<file path="src/rtl/conv1d_multi_filter_engine.sv">
// conv1d_multi_filter_engine: NUM_FILTERS 1-D filters over one shared IFmap
// stream, runtime size/stride, one tap per cycle, optional psum add.
module conv1d_multi_filter_engine #(
  parameter int DATA_WIDTH      = 8,
  parameter int WEIGHT_WIDTH    = 8,
  parameter int ACC_WIDTH       = 24,
  parameter int NUM_FILTERS     = 4,
  parameter int MAX_FILTER_SIZE = 8,
  parameter int FS_WIDTH        = 4,
  parameter int STRIDE_WIDTH    = 4
) (
  input  logic                             clk,
  input  logic                             reset,
  input  logic                             start,
  input  logic [FS_WIDTH-1:0]              filter_size,
  input  logic [STRIDE_WIDTH-1:0]          stride,
  input  logic                             psum_mode,
  input  logic                             w_wr_en,
  input  logic [$clog2(NUM_FILTERS)-1:0]   w_filter,
  input  logic [FS_WIDTH-1:0]              w_tap,
  input  logic [WEIGHT_WIDTH-1:0]          w_data,
  input  logic [DATA_WIDTH-1:0]            if_data,
  input  logic                             if_valid,
  input  logic                             if_last,
  output logic                             if_ready,
  input  logic [NUM_FILTERS*ACC_WIDTH-1:0] psum_in,
  input  logic                             psum_valid,
  output logic                             psum_ready,
  output logic [NUM_FILTERS*ACC_WIDTH-1:0] out_data,
  output logic                             out_valid,
  input  logic                             out_ready,
  output logic                             out_last,
  output logic                             busy,
  output logic                             done,
  output logic                             error
);
  localparam int FIW = $clog2(NUM_FILTERS);
  localparam int CW  = (FS_WIDTH > STRIDE_WIDTH) ? FS_WIDTH : STRIDE_WIDTH;
  localparam int PW  = DATA_WIDTH + WEIGHT_WIDTH;

  typedef enum logic [2:0] {
    S_IDLE, S_FILL, S_MAC, S_PSUM, S_OUT, S_DONE
  } state_t;

  state_t state_q, state_d;

  logic [FS_WIDTH-1:0]            fs_q, tap_q, tap_idx;
  logic [STRIDE_WIDTH-1:0]        stride_q;
  logic [CW-1:0]                  cnt_q, need_q;
  logic                           psum_q, last_q, err_q;
  logic signed [DATA_WIDTH-1:0]   win_q [MAX_FILTER_SIZE];
  logic signed [WEIGHT_WIDTH-1:0] w_q [NUM_FILTERS][MAX_FILTER_SIZE];
  logic signed [ACC_WIDTH-1:0]    acc_q [NUM_FILTERS];
  logic signed [DATA_WIDTH-1:0]   tap_data;
  logic signed [WEIGHT_WIDTH-1:0] tap_w [NUM_FILTERS];
  logic signed [PW-1:0]           prod [NUM_FILTERS];
  logic cfg_ok, accept, complete, tap_done, w_ok;

  assign cfg_ok = (filter_size != '0)
                && (filter_size <= FS_WIDTH'(MAX_FILTER_SIZE))
                && (stride != '0);
  assign accept   = (state_q == S_FILL) && if_valid;
  assign complete = accept && (cnt_q + CW'(1) == need_q);
  assign tap_done = (tap_q == fs_q - FS_WIDTH'(1));
  // win_q[0] is the newest element, so tap k sits fs-1-k slots back
  assign tap_idx  = fs_q - FS_WIDTH'(1) - tap_q;
  assign w_ok = (state_q == S_IDLE) && w_wr_en
              && (int'(w_tap) < MAX_FILTER_SIZE)
              && (int'(w_filter) < NUM_FILTERS);

  always_comb begin
    tap_data = '0;
    for (int i = 0; i < MAX_FILTER_SIZE; i++)
      if (tap_idx == FS_WIDTH'(i)) tap_data = win_q[i];
    for (int f = 0; f < NUM_FILTERS; f++) begin
      tap_w[f] = '0;
      for (int i = 0; i < MAX_FILTER_SIZE; i++)
        if (tap_q == FS_WIDTH'(i)) tap_w[f] = w_q[f][i];
      prod[f] = PW'(tap_data) * PW'(tap_w[f]);
    end
  end

  always_ff @(posedge clk or negedge reset) begin
    if (!reset) state_q <= S_IDLE;
    else        state_q <= state_d;
  end

  always_comb begin
    state_d = state_q;
    unique case (state_q)
      S_IDLE: if (start && cfg_ok) state_d = S_FILL;
      S_FILL: begin
        if (complete)               state_d = S_MAC;
        else if (accept && if_last) state_d = S_DONE;
      end
      S_MAC:  if (tap_done) state_d = psum_q ? S_PSUM : S_OUT;
      S_PSUM: if (psum_valid) state_d = S_OUT;
      S_OUT:  if (out_ready) state_d = last_q ? S_DONE : S_FILL;
      S_DONE: state_d = S_IDLE;
      default: state_d = S_IDLE;
    endcase
  end

  always_ff @(posedge clk or negedge reset) begin
    if (!reset) begin
      fs_q     <= '0;
      tap_q    <= '0;
      stride_q <= '0;
      cnt_q    <= '0;
      need_q   <= '0;
      psum_q   <= 1'b0;
      last_q   <= 1'b0;
      err_q    <= 1'b0;
      win_q    <= '{default: '0};
      w_q      <= '{default: '0};
      acc_q    <= '{default: '0};
    end else begin
      err_q <= (state_q == S_IDLE) && start && !cfg_ok;
      if (w_ok)
        for (int f = 0; f < NUM_FILTERS; f++)
          for (int i = 0; i < MAX_FILTER_SIZE; i++)
            if (w_filter == FIW'(f) && w_tap == FS_WIDTH'(i))
              w_q[f][i] <= w_data;
      if (state_q == S_IDLE && start && cfg_ok) begin
        fs_q     <= filter_size;
        stride_q <= stride;
        psum_q   <= psum_mode;
        cnt_q    <= '0;
        need_q   <= CW'(filter_size);
        last_q   <= 1'b0;
        tap_q    <= '0;
      end
      if (accept) begin
        win_q[0] <= if_data;
        for (int i = 1; i < MAX_FILTER_SIZE; i++)
          win_q[i] <= win_q[i-1];
        if (complete) begin
          cnt_q  <= '0;
          need_q <= CW'(stride_q);
          last_q <= if_last;
          tap_q  <= '0;
        end else begin
          cnt_q <= cnt_q + CW'(1);
        end
      end
      if (state_q == S_MAC) begin
        for (int f = 0; f < NUM_FILTERS; f++)
          acc_q[f] <= acc_q[f] + ACC_WIDTH'(prod[f]);
        tap_q <= tap_q + FS_WIDTH'(1);
      end
      if (state_q == S_PSUM && psum_valid)
        for (int f = 0; f < NUM_FILTERS; f++)
          acc_q[f] <= acc_q[f]
                    + $signed(psum_in[f*ACC_WIDTH +: ACC_WIDTH]);
      if (state_q == S_OUT && out_ready)
        acc_q <= '{default: '0};
    end
  end

  always_comb begin
    if_ready   = (state_q == S_FILL);
    psum_ready = (state_q == S_PSUM);
    out_valid  = (state_q == S_OUT);
    out_last   = (state_q == S_OUT) && last_q;
    busy       = (state_q != S_IDLE);
    done       = (state_q == S_DONE);
    error      = err_q;
    out_data   = '0;
    for (int f = 0; f < NUM_FILTERS; f++)
      out_data[f*ACC_WIDTH +: ACC_WIDTH] = acc_q[f];
  end

endmodule

</file>
<file path="config.mk">
export PLATFORM = sky130hd
export DESIGN_NAME = conv1d_multi_filter_engine
export DESIGN_NICKNAME = d
export VERILOG_FILES = /design/src/rtl/conv1d_multi_filter_engine.sv
export SDC_FILE = /design/constraint.sdc
export NUM_CORES = 2
export LEC_CHECK = 0
export ABC_CLOCK_PERIOD_IN_PS = 19810
export CAP_MARGIN = 15
export CORE_MARGIN = 3
export CORE_UTILIZATION = 54
export DETAILED_ROUTE_END_ITERATION = 10
export GPL_TIMING_DRIVEN = 0
export PLACE_DENSITY = 0.71
export SYNTH_ARGS = -nofsm -noshare
export SYNTH_HDL_FRONTEND = slang
export SYNTH_SLANG_ARGS = --single-unit
</file>
<file path="constraint.sdc">
create_clock -name clk -period 19.81 [get_ports clk]
set_input_delay 5.943 -clock clk [delete_from_list [all_inputs] [get_ports clk]]
set_output_delay 5.943 -clock clk [all_outputs]
set_load 0.02 [all_outputs]
</file>
==> results by group <==
STA
  • Actual slew at the worst max-slew pin: 1.279 ns
  • Post-route setup TNS: 0 ns
  • Worst hold slack: 0.4995 ns
  • Slew HR: 0.1475
  • Slew Viols, Final: 0
  • Final hold vios: 0
  • RSZ-0062 raised after global routing: false
  • Fin crit period: ~11 ns
  • Clock skew: between 0.04 and 0.05 ns
  • Ratio of final minimum period to clock period: 0.5315
  • Final setup vio count: 0
  • Fmax: 94.98 MHz

GRT
  • Total track usage: 0.3026
  • Vias in the first global route: approximately 31000
  • Initial antenna violation count: 4
  • Largest net degree at the start of global routing: about 120
  • Overflow after GRT: 0
  • First-pass GRT wire length: ~180000 um

Worst setup path
  • CP Max Fanout: 10
  • Worst setup EP type: register
  • Worst R2R End: out_data[23]$_DFFE_PN0P_
  • Req. time, crit path: 20.26 ns
  • Worst setup SP type: register
  • Most used cell, CP: fa_1
  • R2R Setup Slk: slightly above 9 ns
  • Slowest cell on crit path: a2111oi_0
  • CP Class: reg -> reg
  • R2R depth: 30
  • WP data arrival: roughly 11 ns
  • Max stage delay on crit path: approximately 0.78 ns
  • Worst R2R Start: fs_q[0]$_DFFE_PN0P_

Clocking
  • Setup bufs post-CTS: 0
  • Clk_lat worst skew: about 0.64 ns
  • Total CTS buffers: a little under 50
  • Bufs on Longest Clock Path: 3
  • Cts repair resizes: 0
  • CTS clk-pin slew, worst paths: around 0.06 ns
  • CTS Root Cell: clkbuf_16
  • Clock Sinks: roughly 440
  • TritonCTS clock tree: built
  • # H-tree levels: 2
  • CTS Hold Bufs: 0

Cells and area
  • Storage cell area: between 10000 and 15000 um^2
  • Area growth from synthesis to layout: 13.97%
  • Nets@finish: approximately 5000
  • Final instance area: 45360 um^2
  • Layout cells sized above 1: 0.1161
  • Fillers: 6000
  • Final Core Density: 0.6280
  • Finished Layout Cells: between 5000 and 6000
  • Multi-input gate area: roughly 27000 um^2

Synth
  • Synth cell types: 80
  • Yosys top cell area share: 0.2779
  • Sequential share of the synthesized area: 0.2779
  • Synth area leaders: dfrtp_1 28%, fa_1 20%, ha_1 10%
  • Post-synth ARST share: 1.000
  • Syn_area_per_cell: 10.38 um^2
  • Yosys top cell by area: dfrtp_1
  • Syn nets: 4685
  • Gate count of the mapped netlist: about 3800
  • FF+latch count, synth: approximately 440
  • EDFF count, synth: 0
  • Synth Flop Type: dfrtp_1
  • Synth warnings: 0
  • Post-Syn Area: about 40000 um^2

Power
  • Switching share of power: 0.5225
  • P_int: approximately 0.0037 W
  • Power Density: around 170 nW/um^2
  • Share of power burned in registers: 0.171
  • Leakage: about 23 nW
  • Sw Pwr: a little over 0.004 W
  • Max IR drop VDD: between 100 and 150 uV
  • Clock power frac: 0.121
  • Comb pwr share: 0.707

Route
  • Wire per inst: 22.62 um
  • Total wire length: 116100 um
  • DR vias: just over 30000
  • Detailed Routing Iterations Pass 1: 5
  • DRC violations left: 0
  • Initial drt markers: between 2000 and 2500
  • Vias per cell: 5.951
  • Post-DRT Antenna Nets: 0

Placed design
  • Dpl cell area: between 40000 and 50000 um^2
  • GP Congestion: 0.9401
  • Final HPWL DP: about 90000 um
  • Placed insts: roughly 5000
  • IO buf count: roughly 230

Die
  • Initial Util: 0.5511
  • Io pins: about 240
  • Chip height: about 280 um
  • Core area: a little over 70000 um^2
  • Row cnt: roughly 100
  • Die Area: a little under 80000 um^2
  • Die span in x: 277.5 um

Job
  • Maxcap violations: 0

Worst hold path
  • Worst Hold Class: reg -> reg
  • End of the worst hold path: w_q[138]$_DFFE_PN0P_
  • Hold Path Depth: 1
  • Min-delay src: w_q[138]$_DFFE_PN0P_

Run status
  • Run status: complete, no violations
## worst max path at each step
| stage | end | from | slack [ns] | cells after the start |
|---|---|---|---|---|
| after floorplan | out_data[70]$_DFFE_PN0P_ | psum_in[48] | 10.69 | 13 |
| after global placement | out_data[90]$_DFFE_PN0P_ | reset | -7.25 | 1 |
| after detailed placement | out_data[23]$_DFFE_PN0P_ | fs_q[0]$_DFFE_PN0P_ | 9.25 | 29 |
| after CTS | out_data[23]$_DFFE_PN0P_ | fs_q[0]$_DFFE_PN0P_ | 9.23 | 29 |
| after global routing | out_data[23]$_DFFE_PN0P_ | fs_q[0]$_DFFE_PN0P_ | 8.83 | 30 |
| final | out_data[23]$_DFFE_PN0P_ | fs_q[0]$_DFFE_PN0P_ | 9.28 | 30 |
## power by group through the flow
stage / logic [W] / registers [W] / clock network, W
2_1_floorplan: 0.00360 / 0.00135 / 0
3_3_place_gp: 0.00527 / 0.00135 / 0
3_5_place_dp: 0.00537 / 0.00135 / 0
4_1_cts: 0.00543 / 0.00134 / 0.000963
5_1_grt: 0.00607 / 0.00137 / 0.00100
6_report: 0.00554 / 0.00134 / 0.000950
## final cells by class
cell class | instances | share of cell area
Buffer | 153 | 0.01297
Sequential cell | 442 | 0.2439
Tap cell | 950 | 0.02621
Clock inverter | 20 | 0.004579
Multi-Input combinational cell | 2867 | 0.5902
Inverter | 373 | 0.03087
Clock buffer | 71 | 0.03239
Antenna cell | 2 | 0.0001103
Timing Repair Buffer | 252 | 0.05884
## state kept, by name, summed over array words and instances, names as in the netlist
name / count
state_q: 3
last_q: 1
out_data: 96
tap_q: 4
error: 1
fs_q: 4
psum_q: 1
cnt_q: 4
win_q: 64
need_q: 4
stride_q: 4
w_q: 256
## Yosys cell counts (all sizes together), types with 11 or more instances
cell,instances
buf,18
nor4,11
o21bai,26
nor2,292
a31oi,19
o221ai,16
dfrtp,442
and3,13
nand3,30
ha,319
xnor2,138
o21ai,212
nor3,32
nand2,215
a221o,17
o21a,16
o22ai,12
and2,19
clkbuf,135
nand2b,60
a22oi,120
o211ai,43
nor3b,12
mux2i,22
xor2,76
fa,396
a21o,87
a211oi,17
mux2,328
or3,11
a21oi,157
inv,373
or2,16
nor2b,29
## layer usage
layer | global-route usage | vias to the layer above | share of wire
li1 | - | 13832 | -
met1 | 0.4188 | 15351 | 0.43
met2 | 0.4817 | 1114 | 0.46
met3 | 0.05193 | 226 | 0.075
met4 | 0.1087 | 6 | 0.040
met5 | 0 | - | 0.00028
## worst max-delay path, delay by kind of cell, from the launching register on
kind	cells	cell delay (ns)
fa+ha+maj	8	3.64
simple gates	4	1.31
buf+inv	9	2.16
xor+xnor	1	0.17
compound gates	8	2.65
flops	1	0.39
## stage by stage
stage | setup WS (ns) | power, W
floorplan | 10.69 | 0.004942
global placement | -7.254 | 0.006617
detailed placement | 9.250 | 0.006727
CTS | 9.230 | 0.007733
global route | 8.829 | 0.008446
finish | 9.282 | 0.007830
## cells in the final DEF (no fill, tap or decap), types with 17 or more instances in the layout
cell type | synthesis | final
nand2_1 | 215 | 215
o21ai_1 | 27 | 27
xor2_1 | 76 | 76
nand3_1 | 30 | 30
nor3_1 | 30 | 29
clkbuf_16 | 0 | 49
and2_1 | 19 | 19
a22oi_1 | 120 | 120
a21o_1 | 85 | 85
dfrtp_1 | 442 | 442
mux2i_1 | 22 | 22
nand2b_1 | 60 | 60
xnor2_1 | 138 | 138
clkdlybuf4s50_1 | 0 | 232
a221o_1 | 17 | 17
inv_1 | 372 | 372
a31oi_1 | 19 | 19
o21bai_1 | 26 | 26
o211ai_1 | 43 | 43
fa_1 | 396 | 396
o21ai_0 | 185 | 185
clkbuf_1 | 131 | 135
nor2_1 | 292 | 292
ha_1 | 319 | 319
mux2_2 | 328 | 328
a21oi_1 | 156 | 156
nor2b_1 | 29 | 29
## kinds of logic (layout without fill, tap and decap cells)
group                      Yosys count  in the layout  synth area share
adders and majority gates          715            715            0.2995
and+or+nand+nor                    760            760           0.08746
DFF                                442            442            0.2779
other                                0              2                 0
xor gates and xnor gates           214            214           0.04710
muxes                              358            358            0.1029
buffers and inverters              526            869           0.04989
AOI/OAI and AO/OA                  820            820            0.1353
No activity file was read; power rests on OpenSTA's default activity.
